[src/rtl/uproc_pkg.sv]
// uproc_pkg: shared widths and ALU operation codes for the accumulator CPU
package uproc_pkg;

    localparam int DATA_W  = 8;
    localparam int REG_NUM = 4;

    localparam logic [2:0] ALU_LDR = 3'b000;
    localparam logic [2:0] ALU_ADD = 3'b001;
    localparam logic [2:0] ALU_SUB = 3'b010;
    localparam logic [2:0] ALU_AND = 3'b011;
    localparam logic [2:0] ALU_OR  = 3'b100;
    localparam logic [2:0] ALU_XOR = 3'b101;
    localparam logic [2:0] ALU_NOT = 3'b110;
    localparam logic [2:0] ALU_DEF = 3'b111;

endpackage

[src/rtl/alu8.sv]
// alu8: combinational ALU of the accumulator CPU; carry-in feeds both ADD and SUB
module alu8
    import uproc_pkg::*;
(
    input  logic [DATA_W-1:0] a,
    input  logic [DATA_W-1:0] r,
    input  logic              cy,
    input  logic [2:0]        alu_code,
    output logic [DATA_W-1:0] res,
    output logic              c
);

    logic [DATA_W:0] sum;
    logic [DATA_W:0] diff;

    // 9-bit add/subtract; bit 8 of the difference is the borrow (A < R + CY)
    always_comb begin
        sum  = {1'b0, a} + {1'b0, r} + {{DATA_W{1'b0}}, cy};
        diff = {1'b0, a} - {1'b0, r} - {{DATA_W{1'b0}}, cy};
        res  = a;
        c    = cy;
        case (alu_code)
            ALU_LDR: begin res = r;              c = 1'b0;          end
            ALU_ADD: begin res = sum[DATA_W-1:0];  c = sum[DATA_W];  end
            ALU_SUB: begin res = diff[DATA_W-1:0]; c = diff[DATA_W]; end
            ALU_AND: begin res = a & r;          c = 1'b0;          end
            ALU_OR:  begin res = a | r;          c = 1'b0;          end
            ALU_XOR: begin res = a ^ r;          c = 1'b0;          end
            ALU_NOT: begin res = ~a;             c = 1'b0;          end
            default: begin res = a;              c = cy;            end
        endcase
    end

endmodule

[src/rtl/accu_datapath.sv]
// accu_datapath: accumulator A, carry CY, 4-entry register file and ALU of the 8-bit CPU
module accu_datapath #(
    parameter int          DATA_W = 8,
    parameter logic [31:0] R_INIT = 32'h04020100
) (
    input  logic              clk,
    input  logic              nReset,
    input  logic [3:0]        RegAddr,
    input  logic [2:0]        ALUCode,
    input  logic              Reg_CE,
    input  logic              CY_CE,
    input  logic              A_CE,
    input  logic              nResetCY,
    output logic [DATA_W-1:0] acc_out,
    output logic              cy_out,
    output logic              zero_out
);

    import uproc_pkg::*;

    logic [DATA_W-1:0] regs_q [REG_NUM];
    logic [DATA_W-1:0] regs_d [REG_NUM];
    logic [DATA_W-1:0] a_q, a_d, r_sel, alu_res;
    logic              cy_q, cy_d, alu_c;

    // operand R is the OR of every register selected by the one-hot address
    always_comb begin
        r_sel = '0;
        for (int i = 0; i < REG_NUM; i++) r_sel = r_sel | (RegAddr[i] ? regs_q[i] : '0);
    end

    alu8 u_alu (
        .a        (a_q),
        .r        (r_sel),
        .cy       (cy_q),
        .alu_code (ALUCode),
        .res      (alu_res),
        .c        (alu_c)
    );

    // next state from pre-edge values; carry clear outranks carry load
    always_comb begin
        a_d  = A_CE ? alu_res : a_q;
        cy_d = !nResetCY ? 1'b0 : (CY_CE ? alu_c : cy_q);
        for (int i = 0; i < REG_NUM; i++) regs_d[i] = (Reg_CE && RegAddr[i]) ? a_q : regs_q[i];
    end

    // state registers with asynchronous reset to the initial register contents
    always_ff @(posedge clk or negedge nReset) begin
        if (!nReset) begin
            a_q  <= '0;
            cy_q <= 1'b0;
            for (int i = 0; i < REG_NUM; i++) regs_q[i] <= R_INIT[i*DATA_W +: DATA_W];
        end else begin
            a_q  <= a_d;
            cy_q <= cy_d;
            for (int i = 0; i < REG_NUM; i++) regs_q[i] <= regs_d[i];
        end
    end

    assign acc_out  = a_q;
    assign cy_out   = cy_q;
    assign zero_out = (a_q == '0);

endmodule

[config.mk]
export PLATFORM = sky130hd
export DESIGN_NAME = accu_datapath
export DESIGN_NICKNAME = d
export VERILOG_FILES = /design/src/rtl/uproc_pkg.sv /design/src/rtl/alu8.sv /design/src/rtl/accu_datapath.sv
export SDC_FILE = /design/constraint.sdc
export NUM_CORES = 1
export LEC_CHECK = 0
export BUFFER_PORTS_ARGS = -buffer_cell sky130_fd_sc_hd__clkbuf_2
export CORE_ASPECT_RATIO = 1.4
export CORE_MARGIN = 4
export CORE_UTILIZATION = 47
export CTS_CLUSTER_DIAMETER = 80
export DETAILED_ROUTE_END_ITERATION = 10
export PLACE_DENSITY = 0.68
export SLEW_MARGIN = 30
export SYNTH_ARGS = -nofsm -noshare
export SYNTH_HDL_FRONTEND = slang
export SYNTH_SLANG_ARGS = --single-unit
[constraint.sdc]
create_clock -name clk -period 7.1 [get_ports clk]
set_input_delay 2.13 -clock clk [delete_from_list [all_inputs] [get_ports clk]]
set_output_delay 2.13 -clock clk [all_outputs]
set_load 0.02 [all_outputs]
# Word level (Yosys, flattened, before mapping)
# Index checks and enable logic that the tools add are counted.
# totals
wordCells	43
inputBits	13
out_inout_bits	10
regBits	41
# classes
n_bitwise	7
n_eq_ne	8
n_mux	8
add_sub_neg	4
n_reduce_logical	10
# op_table
cell	count
8-bit one-hot mux with 7 select lines	1
8-bit two-way mux	4
8-bit bitwise OR	4
8-bit by 8-bit adder with 9-bit output	1
9-bit by 1-bit adder with 9-bit output	1
3-bit == test (second input constant)	3
8-bit by 8-bit subtractor with 9-bit output	1
9-bit by 1-bit subtractor with 9-bit output	1
8-bit AND	1
8-bit zero test	1
8-bit inverter	1
8-bit XOR	1
7-bit nonzero test	1
3-bit by 2-bit == test with 1-bit output (second input constant)	2
5-bit OR reduction	1
1-bit logical AND	4
4-bit by 2-bit inequality test with 1-bit output (second input constant)	1
2-bit AND reduction	2
3-bit by 1-bit == test with 1-bit output (second input constant)	1
3-bit zero test	1
1-bit one-hot mux with 3 select lines	1
1-bit two-way mux	2
2-bit inequality test (second input constant)	1

# Logic depth before layout (Yosys ltp)
# Gate-level depths: netlist (run 1).
# depth
ltp_word	9
mapped_depth	16
depth_no_buf	15

# By module
# A second synthesis (run 1) with hierarchy kept.
# unflattened
cells_unflattened	325
area_unflattened_um2	3243.1
# by_module_without_submodules
mod	area_per_inst_um2	seq_area_each_um2	n_inst	cells_each
accu_datapath	1715.4	1029.7	1	119
alu8	1527.7	0.0	1	206

# Least setup slack after synthesis (run 1)
# Ideal clock, no wire load.
# synth_timing
path_kind	input to register
startpoint	in RegAddr[0]
endpoint	reg a_q[7], in the netlist acc_out[7]
n_path_buf	1
setup_slack_ns	2.473
arrival_time_ns	4.488
stages	13
cell_sequence	buf_6 > a22o_1 > a221oi_1 > inv_1 > ha_1 > inv_1 > ha_1 > nor3_1 > a211oi_2 > a21o_1 > a21oi_2 > xor2_1 > o221ai_1
# synth_between
elab_chain_cells	7
# synth_lines
item	line_no	rtl
from (decl)	accu_datapath.sv:8	input logic [3:0] RegAddr,
8-bit two-way mux (*)	accu_datapath.sv:29	for (int i = 0; i < REG_NUM; i++) r_sel = r_sel | (RegAddr[i] ? regs_q[i] : '0);
8-bit bitwise OR (*) (3 in a row)	accu_datapath.sv:29	
8-bit by 8-bit subtractor with 9-bit output / 8-bit by 8-bit adder with 9-bit output (equally long branches)	alu8.sv:19, alu8.sv:18	
9-bit by 1-bit subtractor with 9-bit output / 9-bit by 1-bit adder with 9-bit output (equally long branches)	alu8.sv:19, alu8.sv:18	
8-bit one-hot mux with 7 select lines (*)	alu8.sv:22	case (alu_code)
to (signal assigned)	accu_datapath.sv:51	a_q <= '0;
to (signal assigned)	accu_datapath.sv:55	a_q <= a_d;
to (decl)	accu_datapath.sv:23	logic [DATA_W-1:0] a_q, a_d, r_sel, alu_res;
# Every way passes the cells marked *; elsewhere a longest branch is shown, timed or not.
# A chain may end at the register's enable or synchronous reset.

# Worst setup path after layout (run 1)
# Ends and elaborated chain as after synthesis.

==> run summary, run 1 <==
SETUP PATH
----------------------------------------------------------------------------------------------------
Critical path arrival                                                                        4.91 ns
Bufs and invs on worst path                                                                        3
Cell chain of the critical path                                                         clkbuf_2, a22o_1, a221oi_1, inv_1, ha_1, inv_1, ha_1, nor3_1, a211oi_2, a21o_1, a21oi_2, xor2_1, o221ai_1
CP Class                                                                                      in2reg
CP max-delay cell                                                                       sky130_fd_sc_hd__a221oi_1
Top delay family on crit path                                                           compound AO/OA/AOI/OAI gates
CP startpoint kind                                                                      primary input
Data required time of the critical path                                                      7.26 ns
Biggest fanout along the worst timing path                                                         9
Largest stage delay, worst path                                                              0.42 ns
Critical path endpoint category                                                             register

SYNTH
----------------------------------------------------------------------------------------------------
Dominant combinational cell family by area after synthesis                              compound AO/OA/AOI/OAI gates
Distinct cell type count of the synthesized netlist                                               61
Synthesized-area fraction occupied by xor and xnor cells                                       3.24%
Flip-flop and latch count after synthesis                                                         41
Post-Syn Instances                                                                               373
Number of flops mapped to enable cells by yosys                                                    0
Synth Flop Type                                                                         sky130_fd_sc_hd__dfrtp_1
Adder and majority gate portion of the synthesized area                                        13.4%
Netlist Area Pre-Place                                                                    3240 sq um
Simple-gate portion of the synthesized area                                                    14.8%
Portion of the post-synthesis area used by sequential elements                                 31.8%
Multiplexer fraction of the synthesized cell area                                              1.31%
Nets in the synthesized netlist                                                                  419
Synthesized area per cell                                                                 8.69 sq um
Syn. warnings                                                                                      0
Share of synthesized flip-flops with an asynchronous set or reset                               100%
Synthesized-area fraction occupied by ao, oa, aoi and oai cells                                26.7%

CTS
----------------------------------------------------------------------------------------------------
H-Tree Depth                                                                                       2
Post-cts resize count                                                                              0
Hold_buf cts                                                                                       0
CTS Buffer Depth                                                                                   2
Clock Sinks                                                                                       41
CTS tree                                                                                        done
Clock network latency to the later pin of the worst-skew pair                                0.29 ns
Post-CTS setup repair buffer count                                                                 0
Number of buffers created by CTS                                                                   5
Root Buffer                                                                             sky130_fd_sc_hd__clkbuf_8
Clock-pin slew reported for the worst setup and hold paths after clock tree synthesis        0.08 ns

LAYOUT
----------------------------------------------------------------------------------------------------
Fraction of layout cells with a size suffix above 1                                            12.5%
Final cell utilization of the core                                                             51.1%
Fillers                                                                                          669
Antenna Cells                                                                                      0
Layout Cell Area excl Fill                                                                3400 sq um
Synth-to-layout area growth                                                                    4.86%
Non-filler instance count after layout                                                           476
NumNets Final                                                                                    429

STA
----------------------------------------------------------------------------------------------------
Final period utilization                                                                       66.9%
RSZ-0062 raised after global routing                                                           false
Upper clock frequency limit                                                                  211 MHz
Final count of hold timing violations                                                              0
Count of final max-slew check failures                                                             0
Crit path time final                                                                         4.75 ns
Max Clock Skew                                                                            0.00625 ns
Smallest setup slack after layout                                                            2.35 ns
Fin Hold WS                                                                                 0.485 ns
Summed negative setup slack over all endpoints                                                  0 ns
Total of endpoints with negative setup slack in the final report                                   0
Worst slew slack as a fraction of its limit                                                    60.1%
Actual slew at the worst max-slew pin                                                       0.599 ns

PLACED DESIGN
----------------------------------------------------------------------------------------------------
Gp weighted congestion                                                                         0.907
Dpl cells                                                                                        468
Instance area at placement                                                                3310 sq um
Detailed placer's ending HPWL                                                                6.17 mm
Number of buffers inserted by port buffering                                                      22
Setup slack after placement                                                                  2.08 ns

FLOORPLANNING
----------------------------------------------------------------------------------------------------
Floorplan die area                                                                        8310 sq um
Height of the die                                                                             106 um
Number of cell rows                                                                               35
Initial Utilization                                                                            48.7%
Overall die width                                                                            78.2 um
Core outline area                                                                         6660 sq um
# IOs                                                                                             23

DETAILED ROUTING
----------------------------------------------------------------------------------------------------
Number of DRC violations after detailed routing                                                    0
Total length of routed wires                                                                 8.05 mm
WL per Instance                                                                              16.9 um
Wire length on met1                                                                          3.31 mm
Iter 0 DRT Violations                                                                            186
DR WL met3                                                                                    302 um
First-pass DRT Iterations                                                                          4
Routed wl met2                                                                               4.14 mm
Vias                                                                                           2,727
Number of vias per cell                                                                         5.73
Max Used Layer                                                                                  met4
Number of nets with antenna violations after routing                                               0

POWER
----------------------------------------------------------------------------------------------------
Sum of internal, switching and leakage power                                                 1.37 mW
Reported leakage power                                                                       1.59 nW
Power per Cell Area                                                                      404 nW/um^2
Highest ir drop seen on vdd                                                                   225 uV

GLOBAL ROUTE
----------------------------------------------------------------------------------------------------
Number of antenna violations at the first check in global routing                                  0
Number of global-route vias before repair                                                      2,714
Global router's overall resource usage                                                         20.5%
Maximum number of pins on one net before global-route repair                                      42
Overall overflow remaining after global route                                                      0
Global-route wire length before repair                                                       13.5 mm

MIN PATH
----------------------------------------------------------------------------------------------------
Type of the most critical hold path                                                          reg2reg

OUTCOME
----------------------------------------------------------------------------------------------------
Status                                                                                  finished clean

JOB
----------------------------------------------------------------------------------------------------
Maximum capacitance violations                                                                     0

-- routing by layer --
metal  track usage [%]  vias up
met2              36.3       92
met1              24.8     1296
met5                 0        -
met4              9.38        0
li1                  -     1324
met3              2.12       15
-- worst min-delay path, delay by kind of cell (launching register included) --
kind / cells / cell delay, ns
flip-flops: 1 / 0.35
AND/OR/NAND/NOR: 1 / 0.05
AO/OA/AOI/OAI: 1 / 0.06
-- cells by family (layout without fill, tap and decap cells) --
family / Yosys count / after routing
xor+xnor: 12 / 12
mux: 3 / 3
fa+ha+maj: 33 / 33
compound gates: 129 / 129
simple gates: 102 / 102
buf+inv: 53 / 64
flops: 41 / 41
-- where the power goes --
| part | switching (mW) | internal [mW] |
|---|---|---|
| combinational | 0.500 | 0.352 |
| sequential | 0.0617 | 0.306 |
| clock | 0.0867 | 0.0680 |
| total | 0.648 | 0.727 |
-- area by class of cell --
| class | instances | area (sq um) | share of cell area, % |
|---|---|---|---|
| Sequential cell | 41 | 1030 | 30.3 |
| Clock inverter | 3 | 17.5 | 0.515 |
| Inverter | 34 | 128 | 3.75 |
| Timing Repair Buffer | 22 | 113 | 3.31 |
| Tap cell | 92 | 115 | 3.38 |
| Multi-Input combinational cell | 279 | 1930 | 56.7 |
| Clock buffer | 5 | 68.8 | 2.02 |
-- cell usage after synthesis (3+ instances only) --
| cell type | n | share of area [%] |
|---|---|---|
| sky130_fd_sc_hd__a211oi_1 | 4 | 0.93 |
| sky130_fd_sc_hd__a21oi_1 | 25 | 3.9 |
| sky130_fd_sc_hd__a221oi_1 | 3 | 0.81 |
| sky130_fd_sc_hd__a22o_1 | 4 | 1.1 |
| sky130_fd_sc_hd__a22oi_1 | 9 | 2.1 |
| sky130_fd_sc_hd__buf_2 | 3 | 0.46 |
| sky130_fd_sc_hd__buf_6 | 9 | 3.1 |
| sky130_fd_sc_hd__clkbuf_1 | 5 | 0.58 |
| sky130_fd_sc_hd__dfrtp_1 | 38 | 29 |
| sky130_fd_sc_hd__dfstp_2 | 3 | 2.4 |
| sky130_fd_sc_hd__fa_1 | 3 | 1.9 |
| sky130_fd_sc_hd__ha_1 | 30 | 12 |
| sky130_fd_sc_hd__inv_1 | 34 | 3.9 |
| sky130_fd_sc_hd__nand2_1 | 59 | 6.8 |
| sky130_fd_sc_hd__nand3_1 | 3 | 0.46 |
| sky130_fd_sc_hd__nor2_1 | 17 | 2.0 |
| sky130_fd_sc_hd__nor3_1 | 4 | 0.62 |
| sky130_fd_sc_hd__o211ai_1 | 4 | 0.93 |
| sky130_fd_sc_hd__o21ai_0 | 48 | 7.4 |
| sky130_fd_sc_hd__o31ai_1 | 3 | 0.69 |
| sky130_fd_sc_hd__xnor2_1 | 8 | 2.2 |
| sky130_fd_sc_hd__xor2_1 | 4 | 1.1 |
-- state kept, by name, indices dropped and copies added (netlist names) --
| name | flops |
|---|---|
| acc_out | 8 |
| cy_out | 1 |
| regs_q | 32 |
-- cell usage in the layout (no fill, tap or decap), types with 3 or more instances in the layout --
cell type / synthesis / final
sky130_fd_sc_hd__xnor2_1: 8 / 8
sky130_fd_sc_hd__clkbuf_8: 1 / 5
sky130_fd_sc_hd__nor3_1: 4 / 4
sky130_fd_sc_hd__clkbuf_2: 0 / 21
sky130_fd_sc_hd__o211ai_1: 4 / 4
sky130_fd_sc_hd__nand3_1: 3 / 3
sky130_fd_sc_hd__fa_1: 3 / 3
sky130_fd_sc_hd__nor2_1: 17 / 17
sky130_fd_sc_hd__a22o_1: 4 / 4
sky130_fd_sc_hd__nand2_1: 59 / 59
sky130_fd_sc_hd__a221oi_1: 3 / 3
sky130_fd_sc_hd__a22oi_1: 9 / 9
sky130_fd_sc_hd__xor2_1: 4 / 4
sky130_fd_sc_hd__o21ai_0: 48 / 48
sky130_fd_sc_hd__a211oi_1: 4 / 4
sky130_fd_sc_hd__ha_1: 30 / 30
sky130_fd_sc_hd__inv_1: 34 / 34
sky130_fd_sc_hd__dfstp_2: 3 / 3
sky130_fd_sc_hd__o31ai_1: 3 / 3
sky130_fd_sc_hd__dfrtp_1: 38 / 38
sky130_fd_sc_hd__a21oi_1: 25 / 25
-- worst paths after layout --
kind | from | end | slack [ns] | cells after the start
hold reg to reg | regs_q[0]$_DFFE_PN0P_ | regs_q[0]$_DFFE_PN0P_ | 0.48 | 2
setup reg to reg | regs_q[27]$_DFFE_PN0P_ | acc_out[7]$_DFFE_PN0P_ | 3.99 | 12
min in group asynchronous | nReset | regs_q[12]$_DFFE_PN0P_ | 1.84 | 1
setup / recovery | RegAddr[0] | acc_out[7]$_DFFE_PN0P_ | 2.35 | 13
max in group asynchronous | nReset | regs_q[8]$_DFFE_PN0P_ | 4.85 | 1
hold / removal | regs_q[0]$_DFFE_PN0P_ | regs_q[0]$_DFFE_PN0P_ | 0.48 | 2
(Power assumes the default switching activity.)
==> inputs of run 2 (changes only) <==
- PLACE_DENSITY: 0.68 -> 0.7
- clock period: 7.1 -> 4 ns (I/O delays scaled with it)
==> run 2 against run 1 <==
- cell count rose by 1.7%
- critical path depth did not move
- sequential power up 78%
- clock power increased by 120%
- die area did not move
==> run summary, run 2 (synthesis gave the netlist of run 1 again) <==
OUTCOME
----------------------------------------------------------------------------------------------------
Status                                                                                  finished clean

SETUP PATH
----------------------------------------------------------------------------------------------------
CP max-delay cell                                                                       sky130_fd_sc_hd__a221oi_1
Top delay family on crit path                                                           compound AO/OA/AOI/OAI gates
CP startpoint kind                                                                      primary input
Bufs and invs on worst path                                                                        3   unchanged
Cell chain of the critical path                                                         clkbuf_2, a22o_1, a221oi_1, inv_1, ha_1, inv_1, ha_1, nor4b_4, a211oi_2, a21o_1, a21oi_2, xor2_1, o221ai_1
CP Class                                                                                      in2reg
Biggest fanout along the worst timing path                                                         6   -3
Largest stage delay, worst path                                                              0.35 ns   -0.07 ns
Critical path arrival                                                                        3.77 ns   -1.14 ns
Critical path endpoint category                                                             register
Data required time of the critical path                                                      4.17 ns   -3.09 ns

CTS
----------------------------------------------------------------------------------------------------
Clock-pin slew reported for the worst setup and hold paths after clock tree synthesis        0.09 ns   about the same
Number of buffers created by CTS                                                                   5   unchanged
H-Tree Depth                                                                                       2   unchanged
Root Buffer                                                                             sky130_fd_sc_hd__clkbuf_8
CTS Buffer Depth                                                                                   2   unchanged
Hold_buf cts                                                                                       0   unchanged
Post-cts resize count                                                                              0   unchanged
CTS tree                                                                                        done
Clock network latency to the later pin of the worst-skew pair                                0.30 ns   about the same
Clock Sinks                                                                                       41   unchanged
Post-CTS setup repair buffer count                                                                 0   unchanged

POWER
----------------------------------------------------------------------------------------------------
Internal portion of total power                                                              1.38 mW   +89%
Power per Cell Area                                                                      730 nW/um^2   +81%
Highest ir drop seen on vdd                                                                   365 uV   +62%
Switching power as a share of total power                                                      45.8%   -1.3 points
Clk pwr share                                                                                  13.4%   +2.1 points
Reported leakage power                                                                       1.64 nW   +3.1%
Switching power summed over all nets                                                         1.16 mW   +80%
Portion of total power attributed to sequential cells                                          25.7%   -1.1 points
Sum of internal, switching and leakage power                                                 2.54 mW   +85%
Logic pwr share                                                                                60.8%   -1.2 points

LAYOUT
----------------------------------------------------------------------------------------------------
Area taken by flip-flops and latches                                                      1030 sq um   unchanged
Non-filler instance count after layout                                                           484   +1.7%
Antenna Cells                                                                                      0   unchanged
Fraction of layout cells with a size suffix above 1                                            14.0%   +1.5 points
Leading cell types in the layout, fill and taps excluded                                sky130_fd_sc_hd__nand2_1 (59), sky130_fd_sc_hd__o21ai_0 (48), sky130_fd_sc_hd__dfrtp_1 (38), sky130_fd_sc_hd__inv_1 (34), sky130_fd_sc_hd__ha_1 (30)
Fillers                                                                                          652   -2.5%
Final cell utilization of the core                                                             52.3%   +1.2 points
Area occupied by multi-input gates                                                        1930 sq um   unchanged
Most common library cell in the layout ignoring fill and taps                           sky130_fd_sc_hd__nand2_1
NumNets Final                                                                                    437   +1.9%
Largest register FFs                                                                              32   unchanged
Top reg by flops                                                                              regs_q
Synth-to-layout area growth                                                                    7.37%

DETAILED ROUTING
----------------------------------------------------------------------------------------------------
Total length of routed wires                                                                 8.29 mm   +3.0%
Number of vias per cell                                                                         5.73   about the same
Number of nets with antenna violations after routing                                               0   unchanged
Number of DRC violations after detailed routing                                                    0   unchanged
WL per Instance                                                                              17.1 um   +1.3%
Iter 0 DRT Violations                                                                            186   unchanged
First-pass DRT Iterations                                                                          5   +1
Vias                                                                                           2,772   +1.7%

FLOORPLANNING
----------------------------------------------------------------------------------------------------
Overall die width                                                                            78.2 um   unchanged
Floorplan die area                                                                        8310 sq um   unchanged
Initial Utilization                                                                            48.7%   unchanged
Number of cell rows                                                                               35   unchanged
Height of the die                                                                             106 um   unchanged
Core outline area                                                                         6660 sq um   unchanged
# IOs                                                                                             23   unchanged

PLACED DESIGN
----------------------------------------------------------------------------------------------------
Number of buffers inserted by port buffering                                                      22   unchanged
Detailed placer's ending HPWL                                                                6.20 mm   +0.46%
Dpl cells                                                                                        476   +1.7%
Gp weighted congestion                                                                         0.949   +4.6%

STA
----------------------------------------------------------------------------------------------------
Count of final max-slew check failures                                                             0   unchanged
Crit path time final                                                                         3.61 ns
Final period utilization                                                                       90.2%
Summed negative setup slack over all endpoints                                                  0 ns   unchanged
Worst slew slack as a fraction of its limit                                                    58.3%   -1.8 points
RSZ-0062 raised after global routing                                                           false
Upper clock frequency limit                                                                  277 MHz
Final count of hold timing violations                                                              0   unchanged
Total of endpoints with negative setup slack in the final report                                   0   unchanged
Actual slew at the worst max-slew pin                                                       0.626 ns   +0.0274 ns
Fin Hold WS                                                                                 0.488 ns   +0.00268 ns
Max Clock Skew                                                                            0.00804 ns   +0.00179 ns

GLOBAL ROUTE
----------------------------------------------------------------------------------------------------
Most congested layer reported by global routing                                                 met2
Global-route wire length before repair                                                       13.7 mm   +1.4%
Number of global-route vias before repair                                                      2,739   +0.92%
Overall overflow remaining after global route                                                      0   unchanged
Routing usage on met3                                                                          2.37%   +0.25 points
Number of antenna violations at the first check in global routing                                  0   unchanged
Global router's overall resource usage                                                         20.9%   +0.37 points
Maximum number of pins on one net before global-route repair                                      42   unchanged
Routing usage on met2                                                                          35.2%   -1.2 points
Met1 track demand over resource in global routing                                              26.2%   +1.4 points

JOB
----------------------------------------------------------------------------------------------------
Maximum capacitance violations                                                                     0   unchanged

MIN PATH
----------------------------------------------------------------------------------------------------
Type of the most critical hold path                                                          reg2reg

[run 2: cell types whose count changed in the layout (fill, tap and decap cells not counted), sizes merged]
| cell | before | now |
|---|---|---|
| buf | 0 | 8 |
| bufinv | 0 | 1 |
| clkbuf | 27 | 28 |
| clkinv | 2 | 1 |
| clkinvlp | 1 | 0 |
[run 2: per-layer routing]
layer  share of wire [%]  vias to the layer above  wire length [um]
met1                  41                     1307              3440
met3                 5.0                       28               415
li1                    -                     1342                 -
met4                 3.9                        0               320
met5                   0                        -                 0
met2                  50                       95              4120
[run 2: through the flow]
stage	setup WS (ns)	instance area [sq um]
after global routing	0.225	3480
after global placement	0.151	3370
final	0.393	3480
after detailed placement	0.118	3370
after floorplan	0.303	3240
after CTS	0.420	3480
[run 2: power by group through the flow]
stage | sequential, mW | combinational, mW | clock (mW)
finish | 0.654 | 1.55 | 0.341
global route | 0.671 | 1.73 | 0.363
CTS | 0.654 | 1.54 | 0.345
detailed placement | 0.663 | 1.53 | 0
global placement | 0.657 | 1.51 | 0
floorplan | 0.669 | 1.17 | 0
[run 2: path summary, 6_finish.rpt]
kind | slack (ns) | end | from | cells after the start
max in group asynchronous | 2.68 | regs_q[10]$_DFFE_PN0P_ | nReset | 1
min in group asynchronous | 0.91 | regs_q[7]$_DFFE_PN0P_ | nReset | 1
max reg2reg | 1.07 | acc_out[7]$_DFFE_PN0P_ | regs_q[27]$_DFFE_PN0P_ | 12
min | 0.49 | regs_q[15]$_DFFE_PN0P_ | regs_q[15]$_DFFE_PN0P_ | 2
min reg2reg | 0.49 | regs_q[15]$_DFFE_PN0P_ | regs_q[15]$_DFFE_PN0P_ | 2
max | 0.39 | acc_out[7]$_DFFE_PN0P_ | RegAddr[1] | 13
[run 2: tightest hold or removal path: cells and delay by family, from the launching register on]
kind	cells	cell delay (ns)
and+or+nand+nor	1	0.05
DFF	1	0.35
AOI/OAI and AO/OA	1	0.06
[run 2: layout make-up]
cell class / count / share of cell area [%]
Multi-Input combinational cell: 279 / 55.4
Tap cell: 92 / 3.31
Clock inverter: 2 / 1.01
Timing Repair Buffer: 30 / 4.96
Clock buffer: 6 / 2.08
Inverter: 34 / 3.67
Sequential cell: 41 / 29.6
